===== src/rtl/logic_unit_pkg.sv =====
// Shared definitions for the logic pipe unit: operation encodings and
// the two-state output handshake.
package logic_unit_pkg;

   typedef enum logic [2:0] {
      OP_AND   = 3'b000,
      OP_XOR   = 3'b001,
      OP_OR    = 3'b010,
      OP_NOT_B = 3'b011,
      OP_NAND  = 3'b100,
      OP_NOR   = 3'b101,
      OP_XNOR  = 3'b110,
      OP_ANDN  = 3'b111
   } logic_op_e;

   typedef enum logic {
      ST_EMPTY = 1'b0,
      ST_FULL  = 1'b1
   } pipe_state_e;

endpackage


===== src/rtl/logic_core.sv =====
// Purely combinational bitwise operation evaluator; no carries between bits.
module logic_core
   import logic_unit_pkg::*;
#(
   parameter int WIDTH = 8
) (
   input  logic [WIDTH-1:0] a,
   input  logic [WIDTH-1:0] b,
   input  logic [2:0]       sel,
   output logic [WIDTH-1:0] y
);

   always_comb begin
      y = '0;
      case (logic_op_e'(sel))
         OP_AND:   y = a & b;
         OP_XOR:   y = a ^ b;
         OP_OR:    y = a | b;
         OP_NOT_B: y = ~b;
         OP_NAND:  y = ~(a & b);
         OP_NOR:   y = ~(a | b);
         OP_XNOR:  y = ~(a ^ b);
         OP_ANDN:  y = a & ~b;
         default:  y = '0;
      endcase
   end

endmodule


===== src/rtl/logic_pipe_unit.sv =====
// Single-stage valid/ready logic unit with accumulator chaining, result flags
// and a saturating count of results consumed downstream.
module logic_pipe_unit
   import logic_unit_pkg::*;
#(
   parameter int WIDTH = 8,
   parameter int CNT_W = 16
) (
   input  logic             clk,
   input  logic             rst,
   input  logic             in_valid,
   output logic             in_ready,
   input  logic [WIDTH-1:0] A,
   input  logic [WIDTH-1:0] B,
   input  logic [2:0]       Logic_Sel,
   input  logic             acc_mode,
   output logic             out_valid,
   input  logic             out_ready,
   output logic [WIDTH-1:0] Logic_Out,
   output logic             zero_flag,
   output logic             parity_flag,
   output logic [CNT_W-1:0] op_count
);

   pipe_state_e      state_reg;
   pipe_state_e      state_next;
   logic [WIDTH-1:0] out_reg;
   logic [WIDTH-1:0] acc_reg;
   logic             zero_reg;
   logic             parity_reg;
   logic [CNT_W-1:0] count_reg;
   logic [WIDTH-1:0] core_a;
   logic [WIDTH-1:0] core_y;
   logic             accept;
   logic             drain;

   assign out_valid = (state_reg == ST_FULL);
   // The stage passes through when the held result is leaving this cycle.
   assign in_ready  = !out_valid || out_ready;
   assign accept    = in_valid && in_ready;
   assign drain     = out_valid && out_ready;

   // The accumulator value seen here is the one before this accept.
   assign core_a = acc_mode ? acc_reg : A;

   logic_core #(
      .WIDTH(WIDTH)
   ) u_core (
      .a  (core_a),
      .b  (B),
      .sel(Logic_Sel),
      .y  (core_y)
   );

   always_comb begin
      state_next = state_reg;
      case (state_reg)
         ST_EMPTY: if (accept) state_next = ST_FULL;
         ST_FULL:  if (!accept && out_ready) state_next = ST_EMPTY;
         default:  state_next = ST_EMPTY;
      endcase
   end

   always_ff @(posedge clk) begin
      if (rst) state_reg <= ST_EMPTY;
      else     state_reg <= state_next;
   end

   always_ff @(posedge clk) begin
      if (rst) begin
         out_reg    <= '0;
         zero_reg   <= 1'b1;
         parity_reg <= 1'b0;
         acc_reg    <= '0;
      end else if (accept) begin
         out_reg    <= core_y;
         zero_reg   <= (core_y == '0);
         parity_reg <= ^core_y;
         acc_reg    <= core_y;
      end
   end

   always_ff @(posedge clk) begin
      if (rst)                            count_reg <= '0;
      else if (drain && (count_reg != '1)) count_reg <= count_reg + CNT_W'(1);
   end

   assign Logic_Out   = out_reg;
   assign zero_flag   = zero_reg;
   assign parity_flag = parity_reg;
   assign op_count    = count_reg;

endmodule


===== config.mk =====
export PLATFORM = sky130hd
export DESIGN_NAME = logic_pipe_unit
export DESIGN_NICKNAME = d
export VERILOG_FILES = /design/src/rtl/logic_unit_pkg.sv /design/src/rtl/logic_core.sv /design/src/rtl/logic_pipe_unit.sv
export SDC_FILE = /design/constraint.sdc
export NUM_CORES = 1
export LEC_CHECK = 0
export CORE_AREA = 8 8 79 81
export CTS_CLUSTER_SIZE = 20
export DETAILED_ROUTE_END_ITERATION = 16
export DIE_AREA = 0 0 87 89
export PLACE_DENSITY = 0.87
export SLEW_MARGIN = 30
export SYNTH_ARGS = -nofsm -noshare
export SYNTH_HDL_FRONTEND = slang
export SYNTH_SLANG_ARGS = --single-unit
export TNS_END_PERCENT = 100

===== constraint.sdc =====
create_clock -name clk -period 3.95 [get_ports clk]
set_clock_uncertainty 0.15 [all_clocks]
set_input_delay 0.79 -clock clk [delete_from_list [all_inputs] [get_ports clk]]
set_output_delay 0.79 -clock clk [all_outputs]
set_load 0.02 [all_outputs]

# Word level (Yosys, flattened, before mapping)

Cells that the tools add are included.

Output and inout bits: 28
Bits in registers: 27
Input bits: 24

$add $sub $neg: 1
Mux-type cells: 5
Reductions and logical operators: 10
Eq/ne operators: 8
Bitwise operators: 9

Operator list:

| operator                | count |
|---|---|
| $pmux W8 S8             | 1 |
| $not A8 Y8              | 4 |
| $add A16 B1 Y16 const B | 1 |
| $and A8 B8 Y8           | 2 |
| $ne A16 B16 Y1 const B  | 1 |
| $eq A3 B3 Y1 const B    | 4 |
| $logic_not A8 Y1        | 1 |
| $mux W8                 | 1 |
| $or A8 B8 Y8            | 1 |
| $reduce_xor A8 Y1       | 1 |
| $xor A8 B8 Y8           | 1 |
| $eq A3 B2 Y1 const B    | 2 |
| $logic_and A1 B1 Y1     | 4 |
| $eq A3 B1 Y1 const B    | 1 |
| $logic_not A3 Y1        | 1 |
| $logic_not A1 Y1        | 2 |
| $mux W1                 | 2 |
| $pmux W1 S2             | 1 |
| $logic_or A1 B1 Y1      | 1 |
| $not A1 Y1              | 1 |

# Longest topological paths before layout

Gate-level depths: netlist (run 1).

Word-level depth: 7
Gate-level depth with buffers: 12
Gate-level depth less buffers: 11

# Cells and area by module

A second synthesis (run 1) with hierarchy kept.

Cell total of the unflattened synthesis: 307
Area total of the unflattened synthesis: 2403.6 µm²

Modules (own cells, without submodules):

| module          | cells each | area an instance (µm²) | instances |
|---|---|---|---|
| logic_pipe_unit | 173        | 1428.9                 | 1 |
| logic_core      | 134        | 974.7                  | 1 |

# Worst setup path before layout (run 1)

No wires, ideal clock.

Kind: input port to flip-flop
Start: in acc_mode
End: reg parity_reg, in the netlist parity_flag
Setup time: 0.086 ns
Arrival: 3.043 ns
Stages on the path: 11
Path slack: 0.672 ns
Path buffers: 1
Path through: clkbuf_1 mux2i_1 ha_1 and4bb_1 nor4_2 a21oi_1 nor3_1 ha_1 xnor2_1 xnor2_1 a211oi_1

Word-level cells in the longest chain between the ends: 5

Ends and longest elaborated chain:

| element                               | line                                                 | RTL |
|---|---|---|
| from (decl)                           | logic_pipe_unit.sv:16                                | `input logic acc_mode,` |
| $mux W8 (*)                           | logic_pipe_unit.sv:44                                | `assign core_a = acc_mode ? acc_reg : A;` |
| $xor A8 B8 Y8 (tied with other cells) | logic_core.sv:17, logic_core.sv:22                   |  |
| $not A8 Y8 (on tied branches)         | logic_core.sv:22, logic_core.sv:20, logic_core.sv:21 |  |
| $pmux W8 S8 (*)                       | logic_core.sv:15                                     | `case (logic_op_e'(sel))` |
| $reduce_xor A8 Y1 (*)                 | logic_pipe_unit.sv:78                                | `parity_reg <= ^core_y;` |
| to (signal assigned)                  | logic_pipe_unit.sv:78                                |  |
| to (decl)                             | logic_pipe_unit.sv:30                                | `logic parity_reg;` |

Mark *: on every way between the ends. The rest lies on a longest branch, timed or not.
A chain may end at the register's enable or synchronous reset.

# Worst setup path after layout (run 1)

Ends and elaborated chain as after synthesis.

==> flow_metrics.env, run 1 <==
export IMPL_drtPass1Iterations=5
export IMPL_p_sw_frac=0.324
export IMPL_grt_pass1_vias=2255
export IMPL_die_area_um2=7740
export IMPL_whs_ps=344
export IMPL_viasPerCell=5.76
export IMPL_start_kind="input port"
export IMPL_ioPinCount=52
export IMPL_hpwl_um=4800
export IMPL_grt_antenna_before_repair=0
export IMPL_grt_max_degree=33
export IMPL_cts_sink_count=27
export IMPL_cts_buffer_depth=2
export IMPL_cts_htree_levels=1
export IMPL_period_share=0.878
export IMPL_rsz0062_at_grt="no"
export IMPL_rr_startpoint="acc_reg[4]$_SDFFE_PP0P_"
export IMPL_hold_path_end="zero_flag$_SDFFE_PP1P_"
export IMPL_dpl_cell_area_um2=3070
export IMPL_seq_area_frac_synth=0.216
export IMPL_setup_violations=0
export IMPL_critPathMaxFanout=8
export IMPL_grtUsageTotal=0.160
export IMPL_numCtsBuffers=3
export IMPL_netlist_instances=297
export IMPL_grt_overflow=0
export IMPL_grt_pass1_wl_um=10200
export IMPL_gp_congestion=0.868
export IMPL_post_synth_top_area_cell="dfxtp_1"
export IMPL_clk_latency_ps=280
export IMPL_maxCapViolCount=0
export IMPL_portBuffers=51
export IMPL_synth_area_leaders="dfxtp_1 22%, ha_1 14%, mux2i_1 5.2%"
export IMPL_p_comb_frac=0.370
export IMPL_r2r_slack_ps=1350
export IMPL_dr_total_vias=2366
export IMPL_reg2reg_to="parity_flag$_SDFFE_PP0P_"
export IMPL_r2r_cells=11
export IMPL_die_y_um=89
export IMPL_largest_register_ffs=16
export IMPL_dieWidth_um=87
export IMPL_end_kind="register"
export IMPL_power_frac_clock=0.221
export IMPL_multi_input_area_um2=1800
export IMPL_p_leak_nw=1.28
export IMPL_synth_top_area_frac=0.216
export IMPL_setup_tns_ps=0
export IMPL_ant_nets=0
export IMPL_path_buf_inv=3
export IMPL_final_max_slew_viol_count=0
export IMPL_min_delay_start="zero_flag$_SDFFE_PP1P_"
export IMPL_synthFlopType="dfxtp_1"
export IMPL_internal_power_w=0.000489
export IMPL_worstSetupStartpoint="acc_mode"
export IMPL_clk_pin_slew_ps=90
export IMPL_cp_arrival_ps=3510
export IMPL_area_growth_pct=24.6
export IMPL_ir_worst_vdd_mv=0.156
export IMPL_path_cells="clkdlybuf4s50_1, buf_12, mux2i_1, inv_1, ha_1, xnor2_1, o221a_1, a31oi_1, nor2_1, ha_1, xnor2_1, xnor2_1, a211oi_1"
export IMPL_synth_edf_count=0
export IMPL_avgSynthCellArea_um2=8.43
export IMPL_slew_headroom=0.487
export IMPL_synth_area_um2=2500
export IMPL_drcViolationCount=0
export IMPL_cts_resized=0
export IMPL_cts_hold_buf=0
export IMPL_switching_power_w=0.000234
export IMPL_synth_seq_cells=27
export IMPL_status="finished, final reports clean"
export IMPL_wirelength_um=6180
export IMPL_rows=26
export IMPL_fmax_ghz=0.288
export IMPL_cp_required_ps=3990
export IMPL_fillerInstances=447
export IMPL_cts_setup_buffers=0
export IMPL_slowest_delay_ps=500
export IMPL_clockRootBuffer="clkbuf_8"
export IMPL_synth_nets=350
export IMPL_fin_area_um2=3120
export IMPL_p_total_w=0.000723
export IMPL_wire_per_inst_um=15.0
export IMPL_p_seq_frac=0.409
export IMPL_core_area_um2=4980
export IMPL_drt_initial_drc_count=86
export IMPL_tightest_slew_ps=767
export IMPL_yosysWarnings=0
export IMPL_synth_cell_types=57
export IMPL_drive_gt1_frac=0.0733
export IMPL_nets=395
export IMPL_power_density_nw_per_um2=232
export IMPL_final_min_clock_period_ps=3470
export IMPL_start_util=0.503
export IMPL_min_path_cells=1
export IMPL_crit_family="buffers and inverters"
export IMPL_hold_violations=0
export IMPL_tritoncts="done"
export IMPL_min_path_type="register to register"
export IMPL_synthArstFlopShare=0
export IMPL_crit_type="input port to register"
export IMPL_path_common_cell="xnor2_1"
export IMPL_cp_slowest_cell="clkdlybuf4s50_1"
export IMPL_register_area_um2=541
export IMPL_n_antenna_cell=0
export IMPL_post_route_util=0.626
[cell usage in the layout (no fill, tap or decap), types with 4 or more instances in the layout]
cell and instances:
nor2b_1 16, or3_1 6, mux2i_1 13, o21ai_0 6
ha_1 29, a21oi_1 21, buf_4 5, a211oi_1 6
nor4_1 4, nand3b_1 10, nand4_1 4, clkdlybuf4s50_1 51
or4_1 5, dfxtp_1 27, nor2_1 20, xor2_1 5
o32ai_1 5, or3b_1 4, o31ai_1 5, nand2_1 13
inv_1 19, xnor2_1 4, nor3_1 6, nand2b_1 6
[power by group through the flow]
stage                     Combinational, W  Clock, W  Sequential, W
after floorplan                   0.000164         0       0.000314
after global placement            0.000259         0       0.000302
after detailed placement          0.000267         0       0.000302
after CTS                         0.000268  0.000164       0.000295
after global routing              0.000296  0.000171       0.000297
final                             0.000268  0.000160       0.000296
[cells in the mapped netlist, types with 6 or more instances]
library cell,number
ha_1,29
or3_1,6
o21ai_0,6
inv_1,19
nand3b_1,10
nand2b_1,6
nor3_1,6
a21oi_1,21
clkbuf_1,6
dfxtp_1,27
nand2_1,13
buf_2,8
nor2_1,20
a211oi_1,6
nor2b_1,16
mux2i_1,13
[stage by stage]
step | setup slack (ps) | cells
after detailed placement | 196 | 407
after CTS | 491 | 411
after global routing | 303 | 411
after floorplan | 672 | 297
after global placement | 253 | 407
final | 480 | 411
[logic make-up (layout without fill, tap and decap cells)]
kind of cell             Yosys count  after routing  share of synthesized area
buffers and inverters             37             81                     0.0640
XOR/XNOR                           9              9                     0.0315
flip-flops                        27             27                      0.216
AND/OR/NAND/NOR                  116            116                      0.293
adder cells (fa/ha/maj)           29             29                      0.145
AO/OA/AOI/OAI                     62             62                      0.180
multiplexers                      17             17                     0.0700
[final cells by class]
| class | instances | area share |
|---|---|---|
| clock buffer | 4 | 0.0144 |
| tap | 70 | 0.0281 |
| multi-input combinational | 233 | 0.578 |
| inverter | 20 | 0.0241 |
| timing repair buffer | 57 | 0.182 |
| sequential | 27 | 0.173 |
[worst max path at each step]
stage | endpoint | cells after the start | slack (ps)
2_1_floorplan | parity_flag$_SDFFE_PP0P_ | 11 | 670
4_1_cts | parity_flag$_SDFFE_PP0P_ | 13 | 490
3_3_place_gp | parity_flag$_SDFFE_PP0P_ | 13 | 250
3_5_place_dp | parity_flag$_SDFFE_PP0P_ | 13 | 200
5_1_grt | parity_flag$_SDFFE_PP0P_ | 13 | 300
6_report | parity_flag$_SDFFE_PP0P_ | 13 | 480
[per-layer routing]
metal,GRT usage,up-vias,part of all wire
met5,0,-,0
met3,0.0248,9,0.063
met1,0.191,1109,0.44
met4,0.0657,0,0.014
met2,0.280,80,0.49
li1,-,1168,-
(Power assumes the default switching activity.)
==> run 2: changes to the inputs <==
Settings changed: CORE_AREA 8 8 79 81 to 8 8 84 86, DIE_AREA 0 0 87 89 to 0 0 92 94, PLACE_DENSITY 0.87 to 0.78.
==> flow_metrics.env, run 2 (same netlist as run 1, synthesis figures left out) <==
export IMPL_status="finished, final reports clean"
export IMPL_min_path_type="register to register"
export IMPL_stdcell_count=417
export IMPL_fillerInstances=534
export IMPL_start_util=0.436
export IMPL_clk_pin_slew_ps=100
export IMPL_register_area_um2=541
export IMPL_grt_pass1_vias=2099
export IMPL_drive_gt1_frac=0.0819
export IMPL_rsz0062_at_grt="no"
export IMPL_final_min_clock_period_ps=3480
export IMPL_drt_initial_drc_count=113
export IMPL_post_route_util=0.547
export IMPL_grt_antenna_before_repair=0
export IMPL_end_kind="register"
export IMPL_p_leak_nw=1.29
export IMPL_critPathMaxFanout=8
export IMPL_ioPinCount=52
export IMPL_tritoncts="done"
export IMPL_ir_worst_vdd_mv=0.147
export IMPL_grt_max_degree=42
export IMPL_crit_type="input port to register"
export IMPL_cts_setup_buffers=0
export IMPL_nets=396
export IMPL_viasPerCell=5.60
export IMPL_cts_resized=0
export IMPL_final_max_slew_viol_count=0
export IMPL_wire_per_inst_um=14.7
export IMPL_core_area_um2=5750
export IMPL_area_growth_pct=25.5
export IMPL_maxCapViolCount=0
export IMPL_cts_hold_buf=0
export IMPL_wirelength_um=6140
export IMPL_cp_required_ps=4000
export IMPL_numCtsBuffers=3
export IMPL_path_cells="clkdlybuf4s50_1, buf_12, mux2i_1, inv_1, ha_1, a221oi_1, nor3_1, or2_2, ha_1, xnor2_1, xnor2_1, a211oi_1"
export IMPL_cts_buffer_depth=2
export IMPL_dr_total_vias=2334
export IMPL_clockRootBuffer="clkbuf_8"
export IMPL_whs_ps=341
export IMPL_setup_violations=0
export IMPL_cts_htree_levels=1
export IMPL_slowest_delay_ps=500
export IMPL_clk_latency_ps=270
export IMPL_slew_headroom=0.688
export IMPL_fin_ws_ps=474
export IMPL_crit_family="buffers and inverters"
export IMPL_drtPass1Iterations=4
export IMPL_portBuffers=51
export IMPL_hold_violations=0
export IMPL_cp_arrival_ps=3520
export IMPL_die_y_um=94
export IMPL_cp_slowest_cell="clkdlybuf4s50_1"
export IMPL_fmax_ghz=0.288
export IMPL_power_density_nw_per_um2=231
export IMPL_tightest_slew_ps=468
export IMPL_hpwl_um=4800
export IMPL_placedCellCount=413
export IMPL_cts_sink_count=27
export IMPL_period_share=0.880
export IMPL_drcViolationCount=0
export IMPL_multi_input_area_um2=1800
export IMPL_ant_nets=0
export IMPL_final_cell_mix="50 x clkdlybuf4s50_1, 29 x ha_1, 27 x dfxtp_1"
export IMPL_die_area_um2=8650
export IMPL_start_kind="input port"
export IMPL_dieWidth_um=92
export IMPL_n_antenna_cell=0
export IMPL_setup_tns_ps=0
export IMPL_grt_overflow=0
export IMPL_final_common_cell="clkdlybuf4s50_1"
export IMPL_place_ws_ps=163
export IMPL_path_buf_inv=3
export IMPL_largest_register_ffs=16
export IMPL_grtUsageTotal=0.135
export IMPL_rows=28
export IMPL_grt_pass1_wl_um=9800
export IMPL_gp_congestion=0.885
## run 2: cell count changes in the layout (fill, tap and decap cells not counted)
| cell | previous run | this run |
|---|---|---|
| clkbuf_1 | 1 | 0 |
| buf_12 | 1 | 2 |
| buf_2 | 0 | 1 |
| clkinv_2 | 0 | 1 |
| clkdlybuf4s50_1 | 51 | 50 |
## run 2: layout make-up
cell class,instances,share of cell area
Timing Repair Buffer,58,0.186
Sequential cell,27,0.172
Tap cell,75,0.0299
Clock inverter,1,0.00159
Clock buffer,3,0.0131
Inverter,20,0.0239
Multi-Input combinational cell,233,0.574
## run 2: per-stage QoR
stage | power [W] | area, um^2
CTS | 0.000730 | 3150
global route | 0.000765 | 3140
detailed placement | 0.000570 | 3100
floorplan | 0.000477 | 2500
finish | 0.000725 | 3140
global placement | 0.000564 | 3100
## run 2: path summary, 6_finish.rpt
path	startpoint	slack, ps	cells past startpoint	endpoint
worst max-delay path	acc_mode	470	12	parity_flag$_SDFFE_PP0P_
worst min-delay path	zero_flag$_SDFFE_PP1P_	340	1	zero_flag$_SDFFE_PP1P_
worst max register to register	acc_reg[5]$_SDFFE_PP0P_	1350	10	parity_flag$_SDFFE_PP0P_
worst min register to register	zero_flag$_SDFFE_PP1P_	340	1	zero_flag$_SDFFE_PP1P_
## run 2: per-layer routing
| layer | vias up | global-route usage | wire length (um) |
|---|---|---|---|
| met5 | - | 0 | 0 |
| met4 | 0 | 0.0242 | 33 |
| met3 | 4 | 0.0328 | 367 |
| met2 | 55 | 0.243 | 3070 |
| met1 | 1104 | 0.159 | 2660 |
| li1 | 1171 | - | - |
## run 2: power breakdown
group	switching (W)	internal, W	leakage [nW]	total, W
clock network	0.0000919	0.0000708	0.0255	0.000163
logic	0.000133	0.000134	1.05	0.000267
registers	0.0000113	0.000284	0.220	0.000296
## run 2: worst register-to-register path, cell delays in order (launching register included)
cell and delay [ps]:
dfxtp_1 340, mux2i_1 210, inv_1 90, ha_1 210, a221oi_1 300, nor3_1 130, or2_2 310, ha_1 290
xnor2_1 190, xnor2_1 80, a211oi_1 220
